`config.mk`:
```
export PLATFORM = sky130hd
export DESIGN_NAME = psec6_readout_sequencer
export DESIGN_NICKNAME = d
export VERILOG_FILES = /design/src/rtl/psec6_readout_sequencer.sv
export SDC_FILE = /design/constraint.sdc
export NUM_CORES = 1
export LEC_CHECK = 0
export CAP_MARGIN = 30
export CORE_ASPECT_RATIO = 2
export CORE_MARGIN = 3
export CORE_UTILIZATION = 40
export CTS_BUF_LIST = sky130_fd_sc_hd__clkbuf_16
export DETAILED_ROUTE_END_ITERATION = 6
export DONT_BUFFER_PORTS = 1
export GPL_TIMING_DRIVEN = 0
export HOLD_SLACK_MARGIN = 0.15
export PLACE_DENSITY = 0.52
export SLEW_MARGIN = 5
export SYNTH_ARGS = -nofsm -noshare
export SYNTH_HDL_FRONTEND = slang
export SYNTH_SLANG_ARGS = --single-unit
```
`constraint.sdc`:
```
create_clock -name SPI_CLK -period 3 [get_ports SPI_CLK]
set_input_delay 0.45 -clock SPI_CLK [delete_from_list [all_inputs] [get_ports SPI_CLK]]
set_output_delay 0.45 -clock SPI_CLK [all_outputs]
set_load 0.1 [all_outputs]
```
`src/rtl/psec6_readout_sequencer.sv`:
```
// Readout sequencer: walks every enabled PSEC6 channel through all registers,
// deserialises CNT_SER and hands each word to the SPI transmit side.
module psec6_readout_sequencer #(
    parameter int NUM_CH        = 8,
    parameter int WORD_BITS     = 10,
    parameter int NUM_REGS      = 6,
    parameter int SETTLE_CYCLES = 2
) (
    input  logic              SPI_CLK,
    input  logic              RSTB,
    input  logic              START,
    input  logic [NUM_CH-1:0] CH_MASK,
    input  logic [NUM_CH-1:0] CNT_SER,
    output logic [NUM_CH-1:0] INST_READOUT,
    output logic [2:0]        SELECT_REG,
    output logic [15:0]       WORD_DATA,
    output logic              WORD_VALID,
    input  logic              WORD_READY,
    output logic              BUSY,
    output logic              DONE
);

    localparam int CH_W  = (NUM_CH > 1) ? $clog2(NUM_CH) : 1;
    localparam int REG_W = (NUM_REGS > 1) ? $clog2(NUM_REGS) : 1;
    localparam int CNT_MAX = (SETTLE_CYCLES > WORD_BITS) ? SETTLE_CYCLES : WORD_BITS;
    localparam int CNT_W = $clog2(CNT_MAX + 1);

    typedef enum logic [2:0] {
        S_IDLE,
        S_SCAN,
        S_LOAD,
        S_SHIFT,
        S_EMIT,
        S_FINISH
    } state_t;

    state_t               state, state_next;
    logic [NUM_CH-1:0]    pend_mask;
    logic [CH_W-1:0]      ch_idx;
    logic [CH_W-1:0]      low_idx;
    logic [REG_W-1:0]     reg_idx;
    logic [CNT_W-1:0]     cnt;
    logic [WORD_BITS-1:0] shreg;
    logic                 last_reg;

    assign last_reg = (reg_idx == REG_W'(NUM_REGS - 1));

    // Lowest pending channel wins, so channels are serviced in ascending order.
    always_comb begin
        low_idx = '0;
        for (int i = NUM_CH - 1; i >= 0; i--) begin
            if (pend_mask[i]) begin
                low_idx = CH_W'(i);
            end
        end
    end

    // State register and datapath.
    always_ff @(posedge SPI_CLK or negedge RSTB) begin
        if (!RSTB) begin
            state     <= S_IDLE;
            pend_mask <= '0;
            ch_idx    <= '0;
            reg_idx   <= '0;
            cnt       <= '0;
            shreg     <= '0;
        end else begin
            // NOTE: sequential state uses non-blocking assignments so every
            // register here samples the pre-edge values of its neighbours.
            state <= state_next;

            if (state_next != state) begin
                cnt <= '0;
            end else if (state == S_LOAD || state == S_SHIFT) begin
                cnt <= cnt + CNT_W'(1);
            end

            case (state)
                S_IDLE: begin
                    if (START) begin
                        pend_mask <= CH_MASK;
                    end
                end
                S_SCAN: begin
                    if (pend_mask != '0) begin
                        ch_idx  <= low_idx;
                        reg_idx <= '0;
                    end
                end
                S_SHIFT: begin
                    shreg <= {shreg[WORD_BITS-2:0], CNT_SER[ch_idx]};
                end
                S_EMIT: begin
                    if (WORD_READY) begin
                        if (last_reg) begin
                            pend_mask[ch_idx] <= 1'b0;
                        end else begin
                            reg_idx <= reg_idx + REG_W'(1);
                        end
                    end
                end
                default: ;
            endcase
        end
    end

    // Next-state logic.
    always_comb begin
        // NOTE: defaulting every output of a combinational block first means
        // no path leaves it unassigned, so no latch can be inferred.
        state_next = state;
        case (state)
            S_IDLE: begin
                if (START) state_next = S_SCAN;
            end
            S_SCAN: begin
                state_next = (pend_mask == '0) ? S_FINISH : S_LOAD;
            end
            S_LOAD: begin
                if (cnt == CNT_W'(SETTLE_CYCLES - 1)) state_next = S_SHIFT;
            end
            S_SHIFT: begin
                if (cnt == CNT_W'(WORD_BITS - 1)) state_next = S_EMIT;
            end
            S_EMIT: begin
                if (WORD_READY) state_next = last_reg ? S_SCAN : S_LOAD;
            end
            S_FINISH: begin
                state_next = S_IDLE;
            end
            default: begin
                state_next = S_IDLE;
            end
        endcase
    end

    // Outputs are decoded from state only; SCAN drops INST_READOUT between channels.
    always_comb begin
        INST_READOUT = '0;
        SELECT_REG   = '0;
        WORD_DATA    = '0;
        WORD_VALID   = 1'b0;
        BUSY         = (state != S_IDLE);
        DONE         = (state == S_FINISH);
        case (state)
            S_LOAD, S_SHIFT: begin
                INST_READOUT = NUM_CH'(1) << ch_idx;
                SELECT_REG   = 3'(reg_idx);
            end
            S_EMIT: begin
                INST_READOUT = NUM_CH'(1) << ch_idx;
                SELECT_REG   = 3'(reg_idx);
                WORD_VALID   = 1'b1;
                WORD_DATA    = 16'({3'(ch_idx), 3'(reg_idx), shreg});
            end
            default: ;
        endcase
    end

    a_inst_onehot0 : assert property (@(posedge SPI_CLK) disable iff (!RSTB)
        $onehot0(INST_READOUT));

    a_word_hold : assert property (@(posedge SPI_CLK) disable iff (!RSTB)
        (WORD_VALID && !WORD_READY) |=> (WORD_VALID && $stable(WORD_DATA)));

endmodule

```
# ---- Word level (Yosys, flattened, before mapping)
# Index checks and enable logic that the tools add are counted.
dict set report op_classes {
  n_addsub 2
  magnitude_cmp 2
  n_eq_ne 14
  shifts 1
  muxes 33
  n_bitwise 2
  n_reduce_logical 13
}
# cell count
set op_table {}
lappend op_table {{3-bit two-way mux} 17}
lappend op_table {{8-bit two-way mux} 4}
lappend op_table {{16-bit two-way mux} 1}
lappend op_table {{8-bit case mux with 2 select lines} 1}
lappend op_table {{3-bit case mux with 5 select lines} 1}
lappend op_table {{2-bit inequality test, second input constant} 5}
lappend op_table {{3-bit equality test, second input constant} 3}
lappend op_table {{8-bit bitwise AND} 1}
lappend op_table {{8-bit zero test} 1}
lappend op_table {{4-bit two-way mux} 2}
lappend op_table {{8-bit inverter} 1}
lappend op_table {{4-bit AND reduction} 2}
lappend op_table {{8-bit nonzero test} 1}
lappend op_table {{1-bit by 3-bit << shifter with 8-bit output, first input constant} 1}
lappend op_table {{3-bit by 2-bit equality test with 1-bit output, second input constant} 2}
lappend op_table {{3-bit case mux with 2 select lines} 1}
lappend op_table {{2-bit nonzero test} 3}
lappend op_table {{4-bit by 1-bit adder with 4-bit output, second input constant} 1}
lappend op_table {{4-bit by 1-bit equality test with 1-bit output, second input constant} 1}
lappend op_table {{4-bit equality test, second input constant} 1}
lappend op_table {{3-bit by 4-bit < comparator with 1-bit output, second input constant} 1}
lappend op_table {{3-bit by 1-bit adder with 3-bit output, second input constant} 1}
lappend op_table {{1-bit binary-select mux with 3-bit select} 1}
lappend op_table {{1-bit demux with 3-bit select} 1}
lappend op_table {{other kinds (11)} 13}
dict set report totals {
  ff_bits 31
  in_bits 20
  out_inout_bits 30
  elab_cells 73
}

# ---- Depth between registers and ports, before layout
# Gate-level depths: netlist of the first run.
dict set report depth {
  ltp_word 9
  mapped_depth 8
  depth_no_buf 7
}

# ---- Worst setup path after synthesis of the first run
# Ideal clock, no wire load.
dict set report synth_path {
  path_kind {register -> output}
  startpoint {register state[1]}
  endpoint {output INST_READOUT[0]}
  t_arrival_ps 3953
  required_ps 2550
  slack_ps -1403
  stages_incl_launch_ff 8
  n_path_buf 2
  path_cell_list {dfrtp_1 > buf_2 > nor2_1 > nand2_1 > inv_2 > clkbuf_1 > nor2_1 > nor4_1}
}
dict set report synth_via {
  elab_chain_cells 3
  word_cells_on_any_way 5
  classes_between {eq/ne: 3; mux: 1; reduce/logical: 1}
}
# item line
set synth_rtl {}
lappend synth_rtl {{from (decl)} 37} ;# state_t state, state_next;
lappend synth_rtl {{from (signal assigned)} 70} ;# state <= state_next;
lappend synth_rtl {{3-bit by 2-bit equality test with 1-bit output / 3-bit equality test (equally long branches)} 145} ;# case (state)
lappend synth_rtl {{3-bit OR reduction (no source line) *} n/a}
lappend synth_rtl {{8-bit two-way mux *} n/a}
lappend synth_rtl {{to (decl)} 14} ;# output logic [NUM_CH-1:0] INST_READOUT,
# Mark *: on every way between the ends. The rest lies on a longest branch, timed or not.

# ---- Worst setup path after layout of the first run
dict set report layout_path {
  startpoint {register ch_idx[0]}
  endpoint {output INST_READOUT[1]}
}
dict set report layout_via {
  elab_chain_cells 2
}
# item line
set layout_rtl {}
lappend layout_rtl {{from (decl)} 39} ;# logic [CH_W-1:0] ch_idx;
lappend layout_rtl {{from (signal assigned)} 86} ;# ch_idx <= low_idx;
lappend layout_rtl {{1-bit by 3-bit << shifter with 8-bit output} {147, 151}}
lappend layout_rtl {{8-bit two-way mux} n/a}
# No other way between the ends.

==> results of run 1 <==
==> timing repair <==
item | 4_1_cts | 5_1_grt
setup endpoints to repair | 6 | 5
hold endpoints to repair | 31 | 0
resized for setup | 8 | 6
pin swaps | 1 | 1
hold buffers | 2 | 0
==> registers in the layout, summed over array words and instances (netlist names) <==
name       count
shreg         10
reg_idx        3
ch_idx         3
pend_mask      8
cnt            4
state          3
==> metal layers <==
layer	vias to the layer above	part of all wire	global-route usage
li1	738	-	-
met1	773	0.39	0.238
met2	52	0.54	0.338
met3	9	0.048	0.0370
met4	0	0.022	0.0886
met5	-	0	0
==> worst max-delay path, cell delays in order, from the launching register on <==
cell	delay (ns)
dfrtp_1	0.37
clkbuf_1	0.33
clkbuf_2	0.35
o21ai_1	0.27
nor3_4	0.82
==> per-stage QoR <==
stage | power (mW) | hold WS, ns | worst slack (ns)
after CTS | 2.39 | 0.292 | 0.00310
after floorplan | 1.56 | 0.154 | -0.675
final | 2.37 | 0.294 | 0.134
after global placement | 1.71 | 0.155 | -0.973
after global routing | 2.52 | 0.288 | 0.0366
after detailed placement | 1.89 | 0.155 | 0.0455
==> power by group through the flow <==
stage	clock network [mW]	registers, mW	logic [mW]
floorplan	0	0.689	0.869
global placement	0	0.731	0.984
detailed placement	0	0.738	1.15
CTS	0.476	0.736	1.18
finish	0.468	0.734	1.17
global route	0.493	0.765	1.26
==> area by class of cell <==
type | instances | area (sq um)
inverters | 8 | 30.0
multi-input cells | 145 | 1030
clock inverters | 3 | 11.3
clock buffers | 5 | 125
repair buffers | 17 | 273
well taps | 52 | 65.1
plain buffers | 12 | 52.6
flip-flops and latches | 31 | 776
fillers | 407 | 1850
==> cells in the final DEF (no fill, tap or decap), types with 6 or more instances in the layout <==
cell and count:
o21ai_0 12, dfrtp_1 31, nor2_1 9, a21oi_1 6
nand2_1 18, and2_2 9, nor2_2 7, buf_8 12
mux2_2 11, inv_1 8
==> cell families after synthesis <==
logic type | synth area share
XOR/XNOR | 0.0195
AO/OA/AOI/OAI | 0.150
multiplexers | 0.0800
flip-flops | 0.431
buffers and inverters | 0.0431
AND/OR/NAND/NOR | 0.249
adder cells (fa/ha/maj) | 0.0278
==> worst paths after layout <==
| check | end | slack, ns | depth (start not counted) |
|---|---|---|---|
| setup / recovery | INST_READOUT[1] | 0.13 | 4 |
| hold / removal | pend_mask[6] | 0.29 | 1 |
| max in group asynchronous | shreg[0] | 2.21 | 2 |
| min in group asynchronous | cnt[3] | 0.61 | 2 |
| setup reg to reg | cnt[2] | 0.71 | 5 |
| hold reg to reg | shreg[0] | 0.51 | 2 |
==> results.toml, run 1 <==
[synth]
yosys-top-cells-area = "dfrtp_1 (43%), mux2_2 (6.9%), and2_1 (4.9%), nand2_1 (3.8%), o21ai_0 (3.6%)"
netlist-cell-type-count = 41
syn_nets = 220
synthCells = 196
yosysWarnings = 0
synth.top_cells.by_count = "dfrtp_1 (31), nand2_1 (18), nor2_1 (16), and2_1 (14), o21ai_0 (13)"
synth_top_cell_by_area = "dfrtp_1"
yosys_register_bits = 31
yosysMostFrequentCell = "dfrtp_1"
syn_avg_cell_area_sq_um = 9.18
synth.yosys.seq_area_share = 0.431
synth_flop_cell = "dfrtp_1"
synthArstFlopShare = 1.00
synth_edf_count = 0
yosysTopAreaCellShare = 0.431
synthesis.area_sq_um = 1800

[final_layout]
syn2layout_area_growth_pct = 31.1
stdcell_count = 273
finalInstanceArea_sq_um = 2360
fin_util = 0.560
diodes = 0
fin_nets = 244
layout-drive-gt1-share = 0.299

[critical_path]
crit_path_start_kind = "flop"
critPathLaunch = "ch_idx[0]"
cp_max_fo = 10
rr_startpoint = "pend_mask[6]"
required_ns = 2.55
crit_type = "reg2out"
cp-end-kind = "output pin"
worst-endpoint-arrival_ns = 2.42

[timing]
fin_crit_ns = 2.87
period_share = 0.955
fmax_mhz = 349
slew_violations = 0
grt_setup_unrepaired = "false"
slew-limit-headroom = 0.333
skew_ns = 0.00210
finalSetupViolations = 0
tns_ns = 0
tightest_slew_ns = 0.998
hold_viol = 0

[flow_run]
drv_cap = 0

[detailed_routing]
wirelength_microns = 4790
dr.first_iter.drc_count = 29
num_vias = 1572
wl_per_cell_microns = 17.5
vias_per_cell = 5.76
drc_errors = 0
drtPass1Iterations = 4
postRouteAntennaNets = 0

[global_routing]
gr-usage-all-layers = 0.200
grt_pass1_wl_microns = 8190
antenna_found_initial = 0
overflow = 0
grt_max_degree = 32
grt_pass1_vias = 1736

[min_path]
worstHoldStart = "CH_MASK[6]"
hold_class = "in2reg"

[clocking]
cts_root_buf = "clkbuf_16"
cts_tree = "done"
htree_levels = 2
cts.sinks = 31
post-cts-setup-buffer-count = 0
clock_latency_ns = 0.27
clk_pin_slew_ns = 0.05
cts_buffer_depth = 2
cts_buffers = 5

[pwr]
sequentialPowerShare = 0.310
clockPowerShare = 0.197
net-switching-power_mw = 1.05
power_density_nw_per_um2 = 1010
power_frac_comb = 0.493
peakVddDrop_v = 0.00120
internal_power_mw = 1.32
swShare = 0.443
p_leak_nw = 1.03

[outcome]
outcome = "finished clean"

[floorplan]
core_area_sq_um = 4210
dieArea_sq_um = 5390
initial_core_util = 0.427
io_pins = 50
rows = 33
dieWidth_microns = 53.4
die_h_microns = 101

[placement]
gp_congestion = 0.838
placed_cell_area_sq_um = 2170
dpl.hpwl_microns = 3620
dp_cells = 262
port_buffers = 0
(Power assumes the default switching activity.)
==> inputs of run 2 (changes only) <==
==> constraint.sdc (replaced) <==
create_clock -name SPI_CLK -period 3 [get_ports SPI_CLK]
set_input_delay 0.3 -clock SPI_CLK [delete_from_list [all_inputs] [get_ports SPI_CLK]]
set_output_delay 0.3 -clock SPI_CLK [all_outputs]
set_load 0.1 [all_outputs]
==> results.toml, run 2 (same netlist as run 1, synthesis figures left out) <==
[critical_path]
crit_path_start_kind = "flop"
worst_path_max_delay_cell = "and2_1"
rr_startpoint = "pend_mask[6]"
cp_slowest_stage_delay_ns = 0.87
crit_path_cell_trace = "clkbuf_1 > nand2_1 > inv_2 > clkbuf_2 > and2_1"
r2r_slack_ns = 0.72
cp-end-kind = "output pin"
cp_max_fo = 10
r2r_cells = 5
crit_type = "reg2out"
worst-endpoint-arrival_ns = 2.53
r2r_end = "cnt[2]"
required_ns = 2.70

[placement]
gp_congestion = 0.838
pre_cts_ws_ns = 0.195
dpl.hpwl_microns = 3620
port_buffers = 0

[pwr]
peakVddDrop_v = 0.00119
power_mw = 2.38
power_frac_comb = 0.495
clockPowerShare = 0.196
sequentialPowerShare = 0.309
p_leak_nw = 1.05
internal_power_mw = 1.33
swShare = 0.441
net-switching-power_mw = 1.05
power_density_nw_per_um2 = 987

[global_routing]
grt_max_degree = 32
antenna_found_initial = 0
grt_pass1_wl_microns = 8250
grt_pass1_vias = 1752
gr-usage-all-layers = 0.202
overflow = 0

[clocking]
clock_latency_ns = 0.27
cts_buffer_depth = 2
cts_tree = "done"
post-cts-setup-buffer-count = 0
cts_root_buf = "clkbuf_16"
cts.sinks = 31
cts_buffers = 5
htree_levels = 2
clk_pin_slew_ns = 0.05

[final_layout]
top_regs = "shreg x10, pend_mask x8, cnt x4"
diodes = 0
top_register = "shreg"
largest_reg_flops = 10
layout-drive-gt1-share = 0.247
final_common_cell = "dfrtp_1"
fin_nets = 250
final_cell_mix = "dfrtp_1 (31), nand2_1 (18), and2_1 (14)"
syn2layout_area_growth_pct = 33.7

[flow_run]
drv_cap = 0

[timing]
period_share = 0.944
setup_ws_ns = 0.167
slew-limit-headroom = 0.333
skew_ns = 0.00363
grt_setup_unrepaired = "false"
finalSetupViolations = 0
fin_crit_ns = 2.83
hold_viol = 0
tns_ns = 0
slew_violations = 0
fmax_mhz = 353
tightest_slew_ns = 0.997

[floorplan]
initial_core_util = 0.427
io_pins = 50
dieWidth_microns = 53.4
dieArea_sq_um = 5390
core_area_sq_um = 4210
rows = 33
die_h_microns = 101

[detailed_routing]
wirelength_microns = 4800
dr.first_iter.drc_count = 30
drtPass1Iterations = 4
num_vias = 1588
vias_per_cell = 5.69
postRouteAntennaNets = 0
drc_errors = 0
wl_per_cell_microns = 17.2

[min_path]
min_to = "pend_mask[4]"
hold_class = "in2reg"
worstHoldStart = "CH_MASK[4]"
min_path_cells = 1

[outcome]
outcome = "finished clean"
## run 2: cell types whose count changed in the layout (fill, tap and decap cells not counted)
cell and delta:
dlygate4sd3_1 +6, and2_1 +9, clkbuf_1 +1, and2_2 -9, clkbuf_2 -1
## run 2: final cells by class
class	count	area [sq um]
Fill cell	401	1810
Multi-Input combinational cell	145	1010
Sequential cell	31	776
Timing Repair Buffer	23	333
Clock buffer	5	125
Tap cell	52	65.1
Buffer	12	51.3
Inverter	8	30.0
Clock inverter	3	11.3
## run 2: layer usage
metal  vias up  share of wire  global-route usage
met1       774           0.39               0.241
met4         0          0.022              0.0886
met3        12          0.047              0.0341
met2        51           0.54               0.341
met5         -              0                   0
li1        751              -                   -
## run 2: power by group through the flow
stage	sequential [mW]	clock, mW	combinational [mW]
finish	0.735	0.466	1.17
global route	0.764	0.493	1.27
global placement	0.731	0	0.984
detailed placement	0.738	0	1.15
CTS	0.736	0.476	1.18
floorplan	0.689	0	0.869
## run 2: through the flow
| stage | std cells | hold WS (ns) | util | area [sq um] |
|---|---|---|---|---|
| floorplan | 196 | 0.00441 | - | 1810 |
| global placement | 248 | 0.00533 | 0.445 | 1880 |
| detailed placement | 262 | 0.00533 | 0.515 | 2170 |
| CTS | 278 | 0.166 | 0.569 | 2400 |
| global route | 279 | 0.169 | 0.571 | 2410 |
| finish | 279 | 0.169 | 0.571 | 2410 |
## run 2: worst max-delay path by stage
stage,slack (ns),from,to
detailed placement,0.20,ch_idx[0],INST_READOUT[1]
CTS,0.11,state[2],INST_READOUT[1]
finish,0.17,state[2],WORD_DATA[9]
global route,0.04,state[2],WORD_DATA[4]
floorplan,-0.52,state[1],INST_READOUT[2]
global placement,-0.82,state[2],INST_READOUT[4]
## run 2: what timing repair did
action | in CTS | in global routing
gates resized for setup | 2 | 2
pin swaps | 1 | 1
endpoints found under the hold margin | 37 | 0
hold buffers | 8 | 0
setup endpoints to repair | 1 | 1
## run 2: critical path: cells and delay by family, from the launching register on
kind                   cells  cell delay, ns
and+or+nand+nor            2            1.00
DFF                        1            0.31
buffers and inverters      3            0.94
==> inputs of run 3 (changes only) <==
==> constraint.sdc (replaced) <==
create_clock -name SPI_CLK -period 3 [get_ports SPI_CLK]
set_input_delay 0.3 -clock SPI_CLK [delete_from_list [all_inputs] [get_ports SPI_CLK]]
set_output_delay 0.3 -clock SPI_CLK [all_outputs]
set_load 0.05 [all_outputs]
==> results.toml, run 3 (same netlist as run 1, synthesis figures left out) <==
[global_routing]
grtUsageMet1 = 0.216
grt_max_degree = 32
gr-usage-all-layers = 0.192
grt_pass1_wl_microns = 7680
grtUsageMet2 = 0.346
grt_pass1_vias = 1551
antenna_found_initial = 0
overflow = 0
grt_busiest_layer = "met2"
grt_util_met3 = 0.0356

[critical_path]
required_ns = 2.70
worst_path_max_delay_cell = "nor2_1"
crit_family = "buffers and inverters"
cp_common_cell = "clkbuf_1"
cp_max_fo = 10
crit_type = "reg2out"
worst-endpoint-arrival_ns = 2.50
cp-end-kind = "output pin"
crit_buf_inv = 2
crit_path_start_kind = "flop"
cp_slowest_stage_delay_ns = 0.76
crit_path_cell_trace = "clkbuf_1 > clkbuf_1 > o21ai_0 > nor2_1"

[floorplan]
die_h_microns = 101
rows = 33
io_pins = 50
initial_core_util = 0.427
core_area_sq_um = 4210
dieWidth_microns = 53.4
dieArea_sq_um = 5390

[placement]
pre_cts_ws_ns = 0.504
port_buffers = 0
dpl.hpwl_microns = 3520
gp_congestion = 0.860

[detailed_routing]
postRouteAntennaNets = 0
wl_per_cell_microns = 17.7
wirelength_microns = 4680
vias_per_cell = 5.65
num_vias = 1497
drtPass1Iterations = 5
drc_errors = 0
dr.first_iter.drc_count = 16

[final_layout]
multi_input_area_sq_um = 977
syn2layout_area_growth_pct = 19.9
nFillCells = 431
final_common_cell = "dfrtp_1"
diodes = 0
top_regs = "shreg x10, pend_mask x8, cnt x4"
fin_nets = 236
fin_util = 0.512
seqCellArea_sq_um = 776
final_cell_mix = "dfrtp_1 (31), nand2_1 (18), nor2_1 (16)"
largest_reg_flops = 10
layout-drive-gt1-share = 0.150
top_register = "shreg"

[timing]
period_share = 0.935
whs_ns = 0.163
finalSetupViolations = 0
fmax_mhz = 357
hold_viol = 0
tightest_slew_ns = 0.960
setup_ws_ns = 0.196
slew_violations = 0
slew-limit-headroom = 0.358
grt_setup_unrepaired = "true"
fin_crit_ns = 2.80
skew_ns = 0.00410

[clocking]
cts_buffers = 5
cts_tree = "done"
cts_buffer_depth = 2
cts_resized = 0
cts_root_buf = "clkbuf_16"
clock_latency_ns = 0.28
post-cts-setup-buffer-count = 0
cts.sinks = 31
htree_levels = 2
clk_pin_slew_ns = 0.05

[pwr]
peakVddDrop_v = 0.000728
power_density_nw_per_um2 = 1020
p_leak_nw = 0.941

[flow_run]
drv_cap = 0

[outcome]
outcome = "finished clean"

[min_path]
hold_class = "in2reg"
[run 3: metrics by stage]
stage | instance area, sq um | TNS, ns | power (mW) | instances
floorplan | 1800 | 0 | 1.40 | 196
global placement | 1860 | -0.217 | 1.56 | 248
detailed placement | 1900 | 0 | 1.62 | 249
CTS | 2160 | 0 | 2.22 | 265
global route | 2160 | -0.000685 | 2.35 | 265
finish | 2160 | 0 | 2.20 | 265
[run 3: what timing repair did]
action | in CTS | in global routing
hold buffers | 8 | 0
endpoints found under the setup margin | 0 | 1
endpoints found under the hold margin | 37 | 0
[run 3: worst paths after layout]
check	slack, ns	endpoint	depth (start not counted)	startpoint
worst max-delay path	0.20	INST_READOUT[3]	4	ch_idx[0]
worst min-delay path	0.16	pend_mask[4]	1	CH_MASK[4]
worst max register to register	0.73	cnt[3]	6	state[0]
worst min register to register	0.51	shreg[0]	2	shreg[0]
max in group asynchronous	2.36	pend_mask[5]	2	RSTB
min in group asynchronous	0.46	state[2]	2	RSTB
[run 3: worst register-to-register path, delay by kind of cell (launching register included)]
| kind | cells | cell delay, ns |
|---|---|---|
| simple gates | 3 | 1.08 |
| compound gates | 2 | 0.54 |
| flops | 1 | 0.35 |
| buf+inv | 1 | 0.17 |
[run 3: area by class of cell]
class	instances	area share
clock buffers	5	0.0580
repair buffers	9	0.0452
flip-flops and latches	31	0.360
plain buffers	12	0.0220
inverters	8	0.0139
well taps	52	0.0302
clock inverters	3	0.0180
multi-input cells	145	0.453
[run 3: layer usage]
layer	share of wire	wire length, microns	vias to the layer above
li1	-	-	721
met1	0.39	1820	738
met5	0	0	-
met3	0.037	173	5
met4	0.015	68	0
met2	0.56	2620	33
[run 3: report_power, final]
group	switching (mW)	internal (mW)	leakage [nW]
combinational	0.544	0.352	0.474
clock	0.182	0.387	0.0812
sequential	0.142	0.591	0.385
total	0.869	1.33	0.941
